$ cat config.mk
export PLATFORM = sky130hd
export DESIGN_NAME = ras_ctrl
export DESIGN_NICKNAME = d
export VERILOG_FILES = /design/src/rtl/ras_pkg.sv /design/src/rtl/ras_ctrl.sv
export SDC_FILE = /design/constraint.sdc
export NUM_CORES = 1
export LEC_CHECK = 0
export ABC_AREA = 1
export CORE_ASPECT_RATIO = 0.5
export CORE_UTILIZATION = 41
export CTS_CLUSTER_SIZE = 40
export DETAILED_ROUTE_END_ITERATION = 8
export GPL_ROUTABILITY_DRIVEN = 1
export HOLD_SLACK_MARGIN = 0.08
export PLACE_DENSITY = 0.87
export SETUP_SLACK_MARGIN = 0.4
export SLEW_MARGIN = 20
export SYNTH_ARGS = -nofsm -noshare
export SYNTH_HDL_FRONTEND = slang
export SYNTH_SLANG_ARGS = --single-unit
$ cat constraint.sdc
create_clock -name clk -period 4.4 [get_ports clk]
set_input_delay 0.66 -clock clk [delete_from_list [all_inputs] [get_ports clk]]
set_output_delay 0.66 -clock clk [all_outputs]
set_load 0.03 [all_outputs]
$ cat src/rtl/ras_pkg.sv
// Shared constants and FSM encoding for the return-address-stack controller.
package ras_pkg;

  localparam int          RAS_NUM     = 8;
  localparam logic [31:0] LINK_OFFSET = 32'd8;

  typedef enum logic [1:0] {
    RUN   = 2'd0,
    CORR  = 2'd1,
    FLUSH = 2'd2
  } ras_state_t;

endpackage

$ cat src/rtl/ras_ctrl.sv
// RAS sequencing controller: fetch-side push/pop strobes, registered EX corrections,
// and the two-step correct-then-flush repair sequence after a mispredict.
module ras_ctrl
  import ras_pkg::*;
#(
  parameter int PEND_MAX = 15,
  parameter int PEND_W   = $clog2(PEND_MAX + 1)
) (
  input  logic              clk,
  input  logic              rst,
  input  logic              if_valid_i,
  input  logic [31:0]       if_pc_i,
  input  logic              if_is_call_i,
  input  logic              if_is_ret_i,
  output logic              if_ready_o,
  output logic              ras_push_o,
  output logic              ras_pop_o,
  output logic [31:0]       ras_push_addr_o,
  input  logic              ex_valid_i,
  input  logic [31:0]       ex_pc_i,
  input  logic              ex_is_link_i,
  input  logic              ex_is_ret_i,
  input  logic              ex_mispredict_i,
  output logic [31:0]       corr_addr_o,
  output logic              corr_link_flag_o,
  output logic              corr_return_flag_o,
  output logic              flush_o,
  output logic [PEND_W-1:0] pend_cnt_o,
  output logic              busy_o
);

  ras_state_t state;
  logic       mis_event;
  logic       fire;
  logic       inc;
  logic       dec;

  assign mis_event  = ex_valid_i & ex_mispredict_i;
  assign if_ready_o = (state == RUN) & ~mis_event & (pend_cnt_o < PEND_W'(PEND_MAX));

  // Strobes are held low while reset is asserted so the RAS never sees a push during reset.
  assign fire            = if_valid_i & if_ready_o & rst;
  assign ras_push_o      = fire & if_is_call_i;
  assign ras_pop_o       = fire & if_is_ret_i;
  assign ras_push_addr_o = if_pc_i + LINK_OFFSET;
  assign busy_o          = (state != RUN);

  assign inc = fire & (if_is_call_i | if_is_ret_i);
  assign dec = ex_valid_i & (ex_is_link_i | ex_is_ret_i);

  always_ff @(posedge clk or negedge rst) begin
    if (!rst) begin
      state              <= RUN;
      pend_cnt_o         <= '0;
      corr_addr_o        <= '0;
      corr_link_flag_o   <= 1'b0;
      corr_return_flag_o <= 1'b0;
      flush_o            <= 1'b0;
    end else begin
      corr_link_flag_o   <= 1'b0;
      corr_return_flag_o <= 1'b0;
      flush_o            <= 1'b0;
      case (state)
        RUN: begin
          corr_link_flag_o   <= ex_valid_i & ex_is_link_i;
          corr_return_flag_o <= ex_valid_i & ex_is_ret_i;
          if (ex_valid_i)
            corr_addr_o <= ex_pc_i;
          // A mispredict squashes every younger speculative op, so the counter restarts.
          if (mis_event) begin
            state      <= CORR;
            pend_cnt_o <= '0;
          end else if (inc && !dec) begin
            pend_cnt_o <= pend_cnt_o + 1'b1;
          end else if (dec && !inc && pend_cnt_o != '0) begin
            pend_cnt_o <= pend_cnt_o - 1'b1;
          end
        end
        CORR: begin
          state   <= FLUSH;
          flush_o <= 1'b1;
        end
        FLUSH: begin
          state <= RUN;
        end
        default: begin
          state <= RUN;
        end
      endcase
    end
  end

endmodule

==> results of run 1 <==
metrics by stage:
| step | area, um2 | utilization [%] | setup WS (ps) |
|---|---|---|---|
| 2_1_floorplan | 2484 | - | 1836 |
| 3_5_place_dp | 3959 | 69.97 | 769.1 |
| 6_report | 4131 | 73.02 | 730.3 |
| 4_1_cts | 4131 | 73.02 | 749.9 |
| 5_1_grt | 4131 | 73.02 | 595.3 |
| 3_3_place_gp | 3959 | 69.97 | 902.6 |
registers in the layout (all words and copies together), names as in the netlist:
name	count
corr_addr_o	32
corr_link_flag_o	1
corr_return_flag_o	1
flush_o	1
pend_cnt_o	4
state	2
where the power goes:
group          switching [W]  internal [W]  total (W)
clock               0.000135      0.000283   0.000418
combinational       0.000357      0.000299   0.000656
sequential         0.0000494      0.000444   0.000494
total               0.000541       0.00103    0.00157
worst max-delay path: stages:
cell and delay (ps):
clkdlybuf4s50_1 520, ha_1 200, nand2_1 60, inv_1 120, nand3_2 120, nor2_4 150
nand3_2 120, nor2_1 150, xor2_1 180, clkdlybuf4s50_1 710
worst max path at each step:
stage,from,end,cells after the start
2_1_floorplan,if_pc_i[3],ras_push_addr_o[23],8
3_3_place_gp,if_pc_i[4],ras_push_addr_o[23],10
3_5_place_dp,if_pc_i[4],ras_push_addr_o[23],10
4_1_cts,if_pc_i[4],ras_push_addr_o[23],10
5_1_grt,if_pc_i[3],ras_push_addr_o[23],10
6_report,if_pc_i[4],ras_push_addr_o[23],10
metal layers:
layer / wire, um / vias up
met4: 164 / 0
met1: 2870 / 1164
li1: - / 1176
met2: 4020 / 81
met5: 0 / -
met3: 466 / 14
logic make-up (layout without fill, tap and decap cells):
logic type	after synthesis	count (layout)	synth area share [%]
AND/OR/NAND/NOR	138	138	26.60
flip-flops	41	41	41.31
buffers and inverters	35	180	5.894
multiplexers	32	32	14.51
XOR/XNOR	25	25	8.816
adder cells (fa/ha/maj)	4	4	2.318
AO/OA/AOI/OAI	2	2	0.5540
layout by cell type, fill, tap and decap left out, types with 5 or more instances in the layout:
cell / netlist / routed
xor2_1: 14 / 14
nand3_1: 13 / 13
nor2_1: 28 / 28
dfrtp_1: 41 / 41
nor3_1: 9 / 9
xnor2_1: 11 / 11
nand4_1: 5 / 5
nand2_1: 68 / 68
clkbuf_16: 0 / 5
clkdlybuf4s50_1: 0 / 140
mux2_2: 32 / 32
inv_1: 28 / 28
area by class of cell:
| class | count | area, um2 |
|---|---|---|
| repair buffers | 143 | 1421 |
| well taps | 73 | 91.34 |
| clock inverters | 1 | 30.03 |
| clock buffers | 7 | 142.6 |
| flip-flops and latches | 41 | 1026 |
| multi-input cells | 201 | 1311 |
| fillers | 420 | 1526 |
| inverters | 29 | 108.9 |
==> out/metrics.cfg, run 1 <==
[pwr]
max-vdd-ir-drop_uv=361.4
power.total_w=0.001567
power_density_nw_per_um2=379.4
p_leak_nw=1.803

[drt]
routed_wirelength_um=7522
initialDrtViolationCount=235
drc_errors=10
viasPerCell=4.919
vias=2435
routedWlPerCell_um=15.20
ant_nets=0
drt_pass1_iterations=6

[synthesis]
ys_ff_latch=41
synth_nets=354
synth_area_um2=2484
synth-main-ff-cell=dfrtp_1
syn_avg_cell_area_um2=8.966
yosysMostFrequentCell=nand2_1
synth_edf_count=0
seq_area_frac_synth_pct=41.31
ys_warn_count=0
synth.largest_area_cell=dfrtp_1
synth_area_leaders=dfrtp_1, mux2_2, nand2_1
synth_top_area_share_pct=41.31
synthCells=277
ys_types=27
yosys-top-cells-count=nand2_1, dfrtp_1, mux2_2
synthArstFlopShare_pct=100.0

[timing]
min_period_ps=3670
fmax_ghz=0.2725
final.period_utilization_pct=83.40
finalHoldViolCount=0
skew_ps=5.934
drv_slew=0
rsz0062_at_grt=no
finalSetupTns_ps=0
max_slew.worst_pin.slew_ps=530.4
holdWs_ps=459.4
slew_headroom_pct=64.56
setup_viol=0

[global_routing]
overflow=0
use_met2_pct=47.56
antenna_found_initial=0
grt_pass1_wl_um=11870
grt_max_degree=42
grt_pass1_vias=2511
grt_use_total_pct=23.64
grtUsageMet3_pct=4.038
gr-max-usage-layer=met2
grtUsageMet1_pct=25.46

[worst_setup_path]
worstPathArrival_ps=3010
worstSetupPathType=in2out
reg2reg_setup_slack_ps=2280
reg2reg_to=pend_cnt_o[3]$_DFFE_PN0P_
rr_startpoint=state[1]$_DFFE_PN0P_
r2r_cells=13
end_kind=output pin
crit_path_max_fanout=4
start_kind=primary input
crit_required_ps=3740

[clock_network]
clock_path_buffers=2
holdBufCountCts=0
cts_setup_buffers=0
clock-sinks=41
clk-insertion-delay-late_ps=280
numCtsBuffers=5
clk_root_buffer_cell=clkbuf_16
cts_tree=done
cts_resized=0
path_clk_slew_ps=60
htree_num_levels=2

[layout]
fin_nets=498
area_growth_pct=66.35
num_antenna_cells=0
layoutNonFillerInstCount=495
drive_above_1_share_pct=12.80

[die]
dieWidth_um=112.1
rows=19
ioPinCount=148
die_y_um=57.04
coreArea_um2=5658
start_util_pct=43.90
die-area_um2=6392

[placed_design]
placedCellCount=487
port_buffers=141
hpwl_um=5904
gp_congestion=0.8869

[status]
outcome=finished, violations left
violations=design-rule violations

[flow_run]
max_cap_viol_count=0

[worst_hold_path]
hp-class=in2async

(Power assumes the default switching activity.)
==> run 2: changes to the inputs <==
- CORE_UTILIZATION: 41 -> 34
- PLACE_DENSITY: 0.87 -> 0.77
- clock period: 4.4 -> 3 ns (I/O delays scaled with it)
==> out/metrics.cfg, run 2 (synthesis gave the netlist of run 1 again) <==
[status]
outcome=complete, no violations

[clock_network]
path_clk_slew_ps=60
cts_tree=done
htree_num_levels=2
clock_path_buffers=2
numCtsBuffers=5
clk-insertion-delay-late_ps=270
clk_root_buffer_cell=clkbuf_16
clock-sinks=41

[global_routing]
grt_use_total_pct=18.78
antenna_found_initial=0
grt_pass1_wl_um=11300
grt_pass1_vias=2465
grt_max_degree=42
overflow=0

[drt]
viasPerCell=4.682
drt_pass1_iterations=4
ant_nets=0
routed_wirelength_um=7141
drc_errors=0
routedWlPerCell_um=13.60
vias=2458
initialDrtViolationCount=95

[layout]
multiInputGateArea_um2=1389
final_cell_mix=clkdlybuf4s50_1, nand2_1, dfrtp_1, mux2_2, inv_1
postLayoutCoreUtil_pct=62.12
fin_nets=509
num_antenna_cells=0
area_growth_pct=71.54
drive_above_1_share_pct=22.86
final-seq-area_um2=1026
fin_area_um2=4260
largest_reg_flops=32
regMostFlops=corr_addr_o
layout_commonest_cell=clkdlybuf4s50_1
fillers=592
reg.largest.list=corr_addr_o (32), pend_cnt_o (4), state (2)

[timing]
slew_headroom_pct=65.08
final.period_utilization_pct=86.61
finalSetupTns_ps=0
drv_slew=0
skew_ps=2.536
fmax_ghz=0.3849
max_slew.worst_pin.slew_ps=523.9
finalHoldViolCount=0
min_period_ps=2598
rsz0062_at_grt=yes
setup_viol=0

[worst_setup_path]
end_kind=output pin
crit_path_max_fanout=3
start_kind=primary input
worstPathArrival_ps=2150
worstSetupPathType=in2out
crit_required_ps=2550

[die]
ioPinCount=148
die-area_um2=7671
coreArea_um2=6858
die_y_um=62.44
start_util_pct=36.22
dieWidth_um=122.9
rows=21

[pwr]
max-vdd-ir-drop_uv=437.5
power_density_nw_per_um2=534.4
p_leak_nw=1.922

[placed_design]
port_buffers=141
gp_congestion=0.9435
place_area_um2=4040
hpwl_um=5658

[worst_hold_path]
hp-class=in2async

[flow_run]
max_cap_viol_count=0

## run 2: cell types whose count changed in the layout (fill, tap and decap cells not counted), sizes merged
| cell | change |
|---|---|
| buf | +22 |
| dlygate4sd2 | +6 |
| dlymetal6s2s | +4 |
| clkdlybuf4s15 | +5 |
| clkbuf | +5 |
| clkdlybuf4s50 | -31 |
## run 2: worst paths after layout
check	startpoint	slack (ps)	endpoint	depth (start not counted)
setup / recovery	if_pc_i[13]	400	ras_push_addr_o[29]	8
hold / removal	rst	270	pend_cnt_o[1]$_DFFE_PN0P_	2
setup reg to reg	state[1]$_DFFE_PN0P_	960	pend_cnt_o[3]$_DFFE_PN0P_	13
hold reg to reg	state[1]$_DFFE_PN0P_	500	flush_o$_DFF_PN0_	1
max in group asynchronous	rst	2360	corr_addr_o[22]$_DFFE_PN0P_	2
min in group clk	state[1]$_DFFE_PN0P_	500	flush_o$_DFF_PN0_	1
## run 2: stage by stage
step,std cells,hold slack [ps],setup WS (ps),power (W)
global route,525,317.3,269.8,0.002404
finish,525,269.1,401.7,0.002277
floorplan,277,154.4,855.7,0.001260
detailed placement,516,493.0,-11.44,0.001681
CTS,524,291.4,269.9,0.002301
global placement,516,485.7,10.98,0.001668
## run 2: area by class of cell
type,instances,area share [%]
repair buffers,154,34.01
multi-input cells,201,32.60
flip-flops and latches,41,24.08
clock buffers,7,3.348
well taps,92,2.702
inverters,29,2.555
clock inverters,1,0.7048
## run 2: per-layer routing
metal	vias up	wire length [um]	track usage, %
met5	-	0	0
met4	0	180	6.707
met3	16	614	5.748
met2	109	3432	32.58
met1	1137	2912	21.82
li1	1196	-	-
## run 2: repair_timing
| action | in CTS | in global routing |
|---|---|---|
| buffers inserted | 0 | 1 |
| hold buffers | 0 | 0 |
| resized for setup | 40 | 37 |
| endpoints found under the setup margin | 23 | 20 |
| pin swaps | 0 | 2 |
## run 2: worst max-delay path, stage by stage
cell             delay [ps]
clkdlybuf4s50_1         540
inv_1                   100
nor3_2                  350
nand2_1                 100
nor3_1                  150
nand2_1                  90
xnor2_1                 180
buf_4                   190
## run 2: power by group
part	total [W]	internal, W	switching, W
logic	0.000943	0.000430	0.000513
registers	0.000717	0.000651	0.0000656
clock network	0.000617	0.000415	0.000202
